--- src/rtl/trng_pool_pkg.sv ---
// Shared types and parameter defaults for the entropy pool.
// Mode encoding, parameter defaults and a select-width helper.
package trng_pool_pkg;

  typedef enum logic {
    MODE_XOR    = 1'b0,
    MODE_SINGLE = 1'b1
  } mode_e;

  localparam int DEF_N_CH       = 4;
  localparam int DEF_KEY_W      = 32;
  localparam int DEF_DEPTH      = 8;
  localparam int DEF_RCT_CUTOFF = 32;

  function automatic int sel_w(input int n);
    return (n > 1) ? $clog2(n) : 1;
  endfunction

endpackage

--- src/rtl/trng_pool_fifo.sv ---
// Word FIFO for the entropy pool with registered read data.
// A read on an empty FIFO returns zero without popping.
module trng_pool_fifo #(
  parameter int W     = 32,
  parameter int DEPTH = 8,
  parameter int LW    = $clog2(DEPTH + 1)
) (
  input  logic          clk,
  input  logic          rst_n,
  input  logic          clr,
  input  logic          push,
  input  logic [W-1:0]  wdata,
  input  logic          rd,
  output logic [W-1:0]  rdata,
  output logic          full,
  output logic          empty,
  output logic [LW-1:0] level
);

  localparam int AW = $clog2(DEPTH);

  logic [W-1:0]  mem [DEPTH];
  logic [AW-1:0] wptr;
  logic [AW-1:0] rptr;
  logic          pop;
  logic          wr;

  assign full  = (level == LW'(DEPTH));
  assign empty = (level == '0);
  assign pop   = rd & ~empty;
  // A full FIFO still takes a write when a pop frees a slot this cycle
  assign wr    = push & (~full | pop);

  always_ff @(posedge clk or negedge rst_n) begin
    if (!rst_n) begin
      for (int i = 0; i < DEPTH; i++) mem[i] <= '0;
      wptr  <= '0;
      rptr  <= '0;
      level <= '0;
      rdata <= '0;
    end else if (clr) begin
      wptr  <= '0;
      rptr  <= '0;
      level <= '0;
    end else begin
      if (wr) begin
        mem[wptr] <= wdata;
        wptr      <= wptr + AW'(1);
      end
      if (rd) rdata <= empty ? '0 : mem[rptr];
      if (pop) rptr <= rptr + AW'(1);
      if (wr && !pop) level <= level + LW'(1);
      else if (pop && !wr) level <= level - LW'(1);
    end
  end

endmodule

--- src/rtl/trng_pool.sv ---
// Entropy pool: conditions raw bits into words, health-tests
// the bit stream and buffers finished words for readout.
module trng_pool
  import trng_pool_pkg::*;
#(
  parameter int N_CH       = DEF_N_CH,
  parameter int KEY_W      = DEF_KEY_W,
  parameter int DEPTH      = DEF_DEPTH,
  parameter int RCT_CUTOFF = DEF_RCT_CUTOFF
) (
  input  logic                         clk_i,
  input  logic                         rst_ni,
  input  logic                         enable_i,
  input  logic                         clr_i,
  input  logic                         mode_i,
  input  logic [sel_w(N_CH)-1:0]       ch_sel_i,
  input  logic                         raw_valid_i,
  input  logic [N_CH-1:0]              raw_bits_i,
  input  logic                         rd_req_i,
  output logic                         rd_valid_o,
  output logic [KEY_W-1:0]             rd_data_o,
  output logic [$clog2(DEPTH+1)-1:0]   level_o,
  input  logic [$clog2(DEPTH+1)-1:0]   thresh_i,
  output logic                         intr_o,
  output logic                         health_fail_o,
  output logic                         overflow_o
);

  localparam int SW   = sel_w(N_CH);
  localparam int LW   = $clog2(DEPTH + 1);
  localparam int CNTW = $clog2(KEY_W + 1);
  localparam int RW   = $clog2(RCT_CUTOFF + 1);
  localparam logic [SW:0] NCH = (SW + 1)'(N_CH);

  mode_e            mode;
  logic [KEY_W-2:0] acc;
  logic [CNTW-1:0]  cnt;
  logic [RW-1:0]    run;
  logic [RW-1:0]    run_nxt;
  logic             prev;
  logic             b;
  logic             accept;
  logic             fail_now;
  logic             done;
  logic             drop;
  logic             rd;
  logic [KEY_W-1:0] word;
  logic             full;
  logic             empty;

  assign mode = mode_e'(mode_i);

  always_comb begin
    b = 1'b0;
    if (mode == MODE_SINGLE) begin
      if ({1'b0, ch_sel_i} < NCH) b = raw_bits_i[ch_sel_i];
      else b = raw_bits_i[0];
    end else begin
      b = ^raw_bits_i;
    end
  end

  // run == 0 marks "no previous bit", so the next bit starts a run of 1
  always_comb begin
    run_nxt = RW'(1);
    if (run != '0 && b == prev) begin
      if (run == RW'(RCT_CUTOFF)) run_nxt = run;
      else run_nxt = run + RW'(1);
    end
  end

  assign accept   = enable_i & raw_valid_i & ~clr_i & ~health_fail_o;
  assign fail_now = accept & (run_nxt == RW'(RCT_CUTOFF));
  assign done     = accept & ~fail_now & (cnt == CNTW'(KEY_W - 1));
  assign word     = {acc, b};
  assign rd       = rd_req_i & ~clr_i;
  assign drop     = done & full & ~(rd_req_i & ~empty);

  always_ff @(posedge clk_i or negedge rst_ni) begin
    if (!rst_ni) begin
      acc           <= '0;
      cnt           <= '0;
      run           <= '0;
      prev          <= 1'b0;
      health_fail_o <= 1'b0;
      overflow_o    <= 1'b0;
      rd_valid_o    <= 1'b0;
    end else if (clr_i) begin
      acc           <= '0;
      cnt           <= '0;
      run           <= '0;
      prev          <= 1'b0;
      health_fail_o <= 1'b0;
      overflow_o    <= 1'b0;
      rd_valid_o    <= 1'b0;
    end else begin
      rd_valid_o <= rd_req_i;
      if (drop) overflow_o <= 1'b1;
      if (!enable_i) begin
        acc  <= '0;
        cnt  <= '0;
        run  <= '0;
        prev <= 1'b0;
      end else if (accept) begin
        prev <= b;
        run  <= run_nxt;
        if (fail_now) begin
          health_fail_o <= 1'b1;
          acc           <= '0;
          cnt           <= '0;
        end else if (done) begin
          acc <= word[KEY_W-2:0];
          cnt <= '0;
        end else begin
          acc <= word[KEY_W-2:0];
          cnt <= cnt + CNTW'(1);
        end
      end
    end
  end

  always_ff @(posedge clk_i or negedge rst_ni) begin
    if (!rst_ni) intr_o <= 1'b0;
    else intr_o <= (thresh_i != '0) && (level_o >= thresh_i);
  end

  trng_pool_fifo #(
    .W     (KEY_W),
    .DEPTH (DEPTH),
    .LW    (LW)
  ) u_fifo (
    .clk   (clk_i),
    .rst_n (rst_ni),
    .clr   (clr_i),
    .push  (done),
    .wdata (word),
    .rd    (rd),
    .rdata (rd_data_o),
    .full  (full),
    .empty (empty),
    .level (level_o)
  );

endmodule

--- config.mk ---
export PLATFORM = sky130hd
export DESIGN_NAME = trng_pool
export DESIGN_NICKNAME = d
export VERILOG_FILES = /design/src/rtl/trng_pool_pkg.sv /design/src/rtl/trng_pool_fifo.sv /design/src/rtl/trng_pool.sv
export SDC_FILE = /design/constraint.sdc
export NUM_CORES = 1
export LEC_CHECK = 0
export BUFFER_PORTS_ARGS = -buffer_cell sky130_fd_sc_hd__buf_2
export CAP_MARGIN = 20
export CORE_MARGIN = 10
export CORE_UTILIZATION = 32
export CTS_CLUSTER_SIZE = 10
export DETAILED_ROUTE_END_ITERATION = 12
export GPL_ROUTABILITY_DRIVEN = 0
export HOLD_SLACK_MARGIN = 0.03
export PLACE_DENSITY = 0.55
export SYNTH_ARGS = -nofsm -noshare
export SYNTH_HDL_FRONTEND = slang
export SYNTH_SLANG_ARGS = --single-unit
--- constraint.sdc ---
create_clock -name clk_i -period 8 [get_ports clk_i]
set_clock_uncertainty 0.15 [all_clocks]
set_input_delay 0.8 -clock clk_i [delete_from_list [all_inputs] [get_ports clk_i]]
set_output_delay 0.8 -clock clk_i [all_outputs]
set_load 0.01 [all_outputs]
# Word-level counts from Yosys, hierarchy flattened
# Cells that the tools add are included.
# word_totals
wordCells,120
register_bits,346
output_inout_bits,40
input_bits,17
# op_classes
magnitude_cmp,5
mux,41
n_addsub,6
n_eq_ne,6
bitwise_logic,21
reduce_logical,21
# op_table
op,count
$bwmux W256,1
$mux W32,4
$mux W31,4
$bmux W32 S3,1
$demux W32 S3,1
$mux W6,10
$add A6 B1 Y6 const B,2
$and A1 B1 Y1,12
$eq A6 B6 Y1 const B,2
$mux W1,12
$mux W3,4
$mux W4,3
$reduce_bool A2 Y1,6
$ge A4 B4 Y1 const B,2
$not A3 Y4,2
$add A3 B1 Y3 const B,2
$eq A6 B5 Y1 const B,1
$not A1 Y1,6
$reduce_bool A6 Y1,1
$logic_and A1 B1 Y1,5
$add A4 B1 Y4 const B,1
$eq A4 B4 Y1 const B,1
$ge A4 B4 Y1,1
$logic_not A4 Y1,1
13 further kinds,15

# Longest topological paths before layout
# logic_depth
ltp_word,17
ltp_mapped,15
depth_no_buf,14

# Modules after synthesis
# From an unflattened synthesis, not the netlist that was laid out.
# unflattened
cells_unflattened,1097
area_unflattened_um2,15857.7
# by_module_without_submodules
mod,area_each_um2,seq_area_each_um2,instances,cells_each
trng_pool_fifo,13590.5,7457.2,1,900
trng_pool,2267.2,1201.2,1,197

# Worst setup path after synthesis
# No wires, ideal clock.
# synth_timing
path_kind,input port to flip-flop
startpoint,input ch_sel_i[1]
endpoint,register u_fifo.level[3]
path_slack_ns,4.264
t_arrival_ns,3.462
n_path_buf,1
t_required_ns,7.726
setup_time_ns,0.124
cell_stages,13
cell_sequence,mux4_2 -> nand2_1 -> o211ai_1 -> a211oi_4 -> nor2_2 -> buf_4 -> nand2_1 -> ha_1 -> a21o_1 -> a21oi_1 -> nor2_1 -> mux2_2 -> a211o_1
# synth_between
elab_chain_len,15
word_cells_on_any_way,18
cone_classes,2 x eq/ne; 6 x mux; 5 x bitwise; 5 x reduce/logical
# synth_rtl
item,line_no,rtl
"start, declared",trng_pool.sv:16,"input logic [sel_w(N_CH)-1:0] ch_sel_i,"
$bmux W1 S2 (*),trng_pool.sv:56,"if ({1'b0, ch_sel_i} < NCH) b = raw_bits_i[ch_sel_i];"
$mux W1 (implied by the code) (*),trng_pool.sv:56,
$mux W1 (*),trng_pool.sv:55,if (mode == MODE_SINGLE) begin
$eq A1 B1 Y1 (*),trng_pool.sv:66,if (run != '0 && b == prev) begin
$logic_and A1 B1 Y1 (*),trng_pool.sv:66,
$mux W6 (*),trng_pool.sv:66,
$eq A6 B6 Y1 (*),trng_pool.sv:73,assign fail_now = accept & (run_nxt == RW'(RCT_CUTOFF));
$and A1 B1 Y1 (*),trng_pool.sv:73,
$not A1 Y1 (*),trng_pool.sv:74,assign done = accept & ~fail_now & (cnt == CNTW'(KEY_W - 1));
$and A1 B1 Y1 (*) (2 in series),trng_pool.sv:74,
$and A1 B1 Y1 (*),trng_pool_fifo.sv:32,assign wr = push & (~full | pop);
$logic_and A1 B1 Y1 / $logic_not A1 Y1 (equally long branches),"trng_pool_fifo.sv:52, trng_pool_fifo.sv:53",
$mux W4 / $logic_and A1 B1 Y1 (equally long branches),"trng_pool_fifo.sv:52, trng_pool_fifo.sv:53",
$mux W4 / $reduce_bool A3 Y1 (equally long branches),-,
"end signal, assigned",trng_pool_fifo.sv:52,if (wr && !pop) level <= level + LW'(1);
"end signal, assigned",trng_pool_fifo.sv:53,else if (pop && !wr) level <= level - LW'(1);
"end, declared",trng_pool_fifo.sv:17,output logic [LW-1:0] level
# Mark *: on every way between the ends. The rest lies on a longest branch, timed or not. The select of a mux whose other input is x is not followed.
# A chain may end at the register's enable or synchronous reset.

# Worst setup path in the final report
# layout_timing
startpoint,input clr_i
endpoint,register u_fifo.mem[98] (netlist bit)
# layout_between
elab_chain_len,9
word_cells_on_any_way,12
cone_classes,11 x bitwise; 1 x reduce/logical
# layout_rtl
item,line_no,rtl
"start, declared",trng_pool.sv:14,"input logic clr_i,"
$not A1 Y1 (no line) (*),-,
$and A1 B1 Y1 (2 in series),trng_pool.sv:72,assign accept = enable_i & raw_valid_i & ~clr_i & ~health_fail_o;
$and A1 B1 Y1,trng_pool.sv:73,
$not A1 Y1,trng_pool.sv:74,
$and A1 B1 Y1 (2 in series),trng_pool.sv:74,
$and A1 B1 Y1,trng_pool_fifo.sv:32,
$reduce_and A2 Y1 (no line) (*),-,
"end signal, assigned by index",trng_pool_fifo.sv:47,mem[wptr] <= wdata;
"end, declared",trng_pool_fifo.sv:22,logic [W-1:0] mem [DEPTH];
# Mark *: on every way between the ends. The rest lies on a longest branch, timed or not.

==> reports/results.tsv <==
metric	value	unit
syn_avg_cell_area	14.62	um^2
first_iter_violations	560	
dp_hpwl	18740	um
synth_commonest_cells	346 x dfrtp_1, 191 x mux2_2, 66 x mux2_1, 65 x mux4_2, 50 x nand2_1	
synth_area	15430	um^2
worst-endpoint-required	8260	ps
die_w	239.6	um
synthArstFlopShare	100.0	%
power.density	219.4	nW/um^2
ir_worst_vdd	121.3	uV
drc	0	
portBuffers	56	
antennaDiodeCount	0	
ios	57	
fin_crit_sh	56.67	%
antenna_found_initial	0	
yosysUniqueCellTypes	52	
worst_path_largest_cell_delay	860	ps
synth.area.top_cells	dfrtp_1 56%, mux2_2 14%, mux4_2 9.5%	
grt_usage	12.18	%
seq_area_frac_synth	56.13	%
setup_tns	0	ps
cap_violations	0	
area_growth	12.95	%
grt_max_degree	160	
cts_tree	yes	
fin_util	36.49	%
endpoint_kind	flop	
tightest_slew	1095	ps
path_cells	buf_2 > nand2b_2 > nand3_1 > nand4_1 > nor2_2 > nor4bb_4 > buf_4 > mux2_2	
clockRootBuffer	clkbuf_16	
grt_pass1_wl	55680	um
route.vias.total	8716	
path_class	in2reg	
cts_resized	0	
synth.most_common_cell	dfrtp_1	
clk_latency	530	ps
critPathMaxFanout	37	
fin_cells	1702	
numClockSinks	346	
ys.flop_type	dfrtp_1	
outcome	completed	
fmax	220.6	MHz
syn_inst	1055	
hold_buffers	0	
grt_pass1_vias	9373	
setup-violations-final	0	
start_util	32.31	%
cp-start-kind	input port	
drt-total-wl	34030	um
p_leak	8.156	nW
rows	80	
slew_headroom	27.03	%
fin_crit	4534	ps
numCtsBuffers	41	
drive_above_1_share	36.25	%
num-nets-final	1105	
slew_violations	0	
fp.dieArea	57390	um^2
arrival	4790	ps
synth-seq-cells	346	
overflow	0	
die_y	239.6	um
cts_buffer_depth	3	
wl_per_cell	19.99	um
hp-class	in2async	
hold_viol_final	0	
drt_first_pass_iters	4	
post_cts.repair.setup_buffers	0	
cts.htree.levels	2	
yosys.area.top_type_share	56.13	%
yosysTopAreaCell	dfrtp_1	
yosys_warnings	0	
syn_nets	1084	
core	47750	um^2
path_clk_slew	50	ps
dp.cells	1647	
antenna_left	0	
rsz0062_at_grt	no	
viasPerCell	5.121	
synth-edff-count	0	
cp_slowest_cell	nor4bb_4	
[per-layer routing]
layer	wire length, um	global-route usage, %	vias to the layer above
met5	0	0	-
met4	569	3.164	0
met3	1099	2.287	44
met2	16330	19.65	106
li1	-	-	3873
met1	16030	16.51	4693
[layout make-up]
class	instances	area (um^2)
clock buffer	51	1116
timing repair buffer	72	442.9
fill	4500	30320
multi-input combinational	597	6345
sequential	346	8665
tap	615	769.5
inverter	18	67.56
clock inverter	3	18.77
[worst max-delay path, delay by kind of cell]
kind	cells	cell delay, ps
muxes	1	380
buffers and inverters	2	680
and+or+nand+nor	5	2910
[sequential cells by signal, indices dropped and copies added (netlist names), 3 cells and up]
signal and flops:
u_fifo.rdata 32, u_fifo.level 4, u_fifo.rptr 3, cnt 6, u_fifo.wptr 3, run 6
acc 31, u_fifo.mem 256
[final timing paths]
path | depth (start not counted) | from | end | slack (ps)
min in group clk_i | 2 | u_fifo.rdata[31] | u_fifo.rdata[31] | 320
max | 8 | clr_i | u_fifo.mem[98] | 3470
min reg2reg | 2 | u_fifo.rdata[31] | u_fifo.rdata[31] | 320
max in group asynchronous | 2 | rst_ni | u_fifo.rdata[2] | 6150
max reg2reg | 10 | run[0] | u_fifo.mem[98] | 3490
min | 1 | rst_ni | run[5] | 130
[cell usage in the layout (no fill, tap or decap), types with 3 or more instances in the layout]
cell type,Yosys,final
nand2b_1,7,6
mux2_1,66,66
nand2_1,50,50
nor4_1,3,3
nor3_1,3,3
a21oi_1,8,8
inv_1,18,18
buf_2,21,55
nand3_1,5,5
or3_1,3,3
xnor2_1,7,7
a21o_1,4,4
buf_4,1,14
clkbuf_1,28,7
xor2_1,4,4
dfrtp_1,346,343
a22o_1,34,34
mux2i_1,36,36
mux4_2,65,65
o21ai_0,42,42
mux2_2,191,191
nor2_1,15,13
nor3b_1,3,3
ha_1,11,11
clkbuf_16,0,43
[metrics by stage]
stage	total power [mW]	instance area [um^2]	worst slack [ps]	hold WS (ps)
2_1_floorplan	2.078	15430	4264	302.4
3_3_place_gp	2.212	16260	2950	312.7
3_5_place_dp	2.217	16260	2807	318.0
4_1_cts	3.895	17400	3372	195.4
5_1_grt	3.998	17420	3104	227.2
6_report	3.823	17420	3466	129.7
[kinds of logic (layout without fill, tap and decap cells)]
kind of cell,after synthesis,in the layout,synth area share [%]
DFF,346,346,56.13
muxes,358,358,30.59
and+or+nand+nor,109,109,3.666
buffers and inverters,112,144,3.212
adders and majority gates,12,12,1.022
AOI/OAI and AO/OA,107,107,4.761
xor gates and xnor gates,11,11,0.6245
[report_power, final]
part / total, mW / switching, mW / internal [mW]
combinational: 0.351 / 0.206 / 0.145
clock: 1.65 / 0.687 / 0.966
sequential: 1.82 / 0.0512 / 1.77
total: 3.82 / 0.945 / 2.88
(Power assumes the default switching activity.)
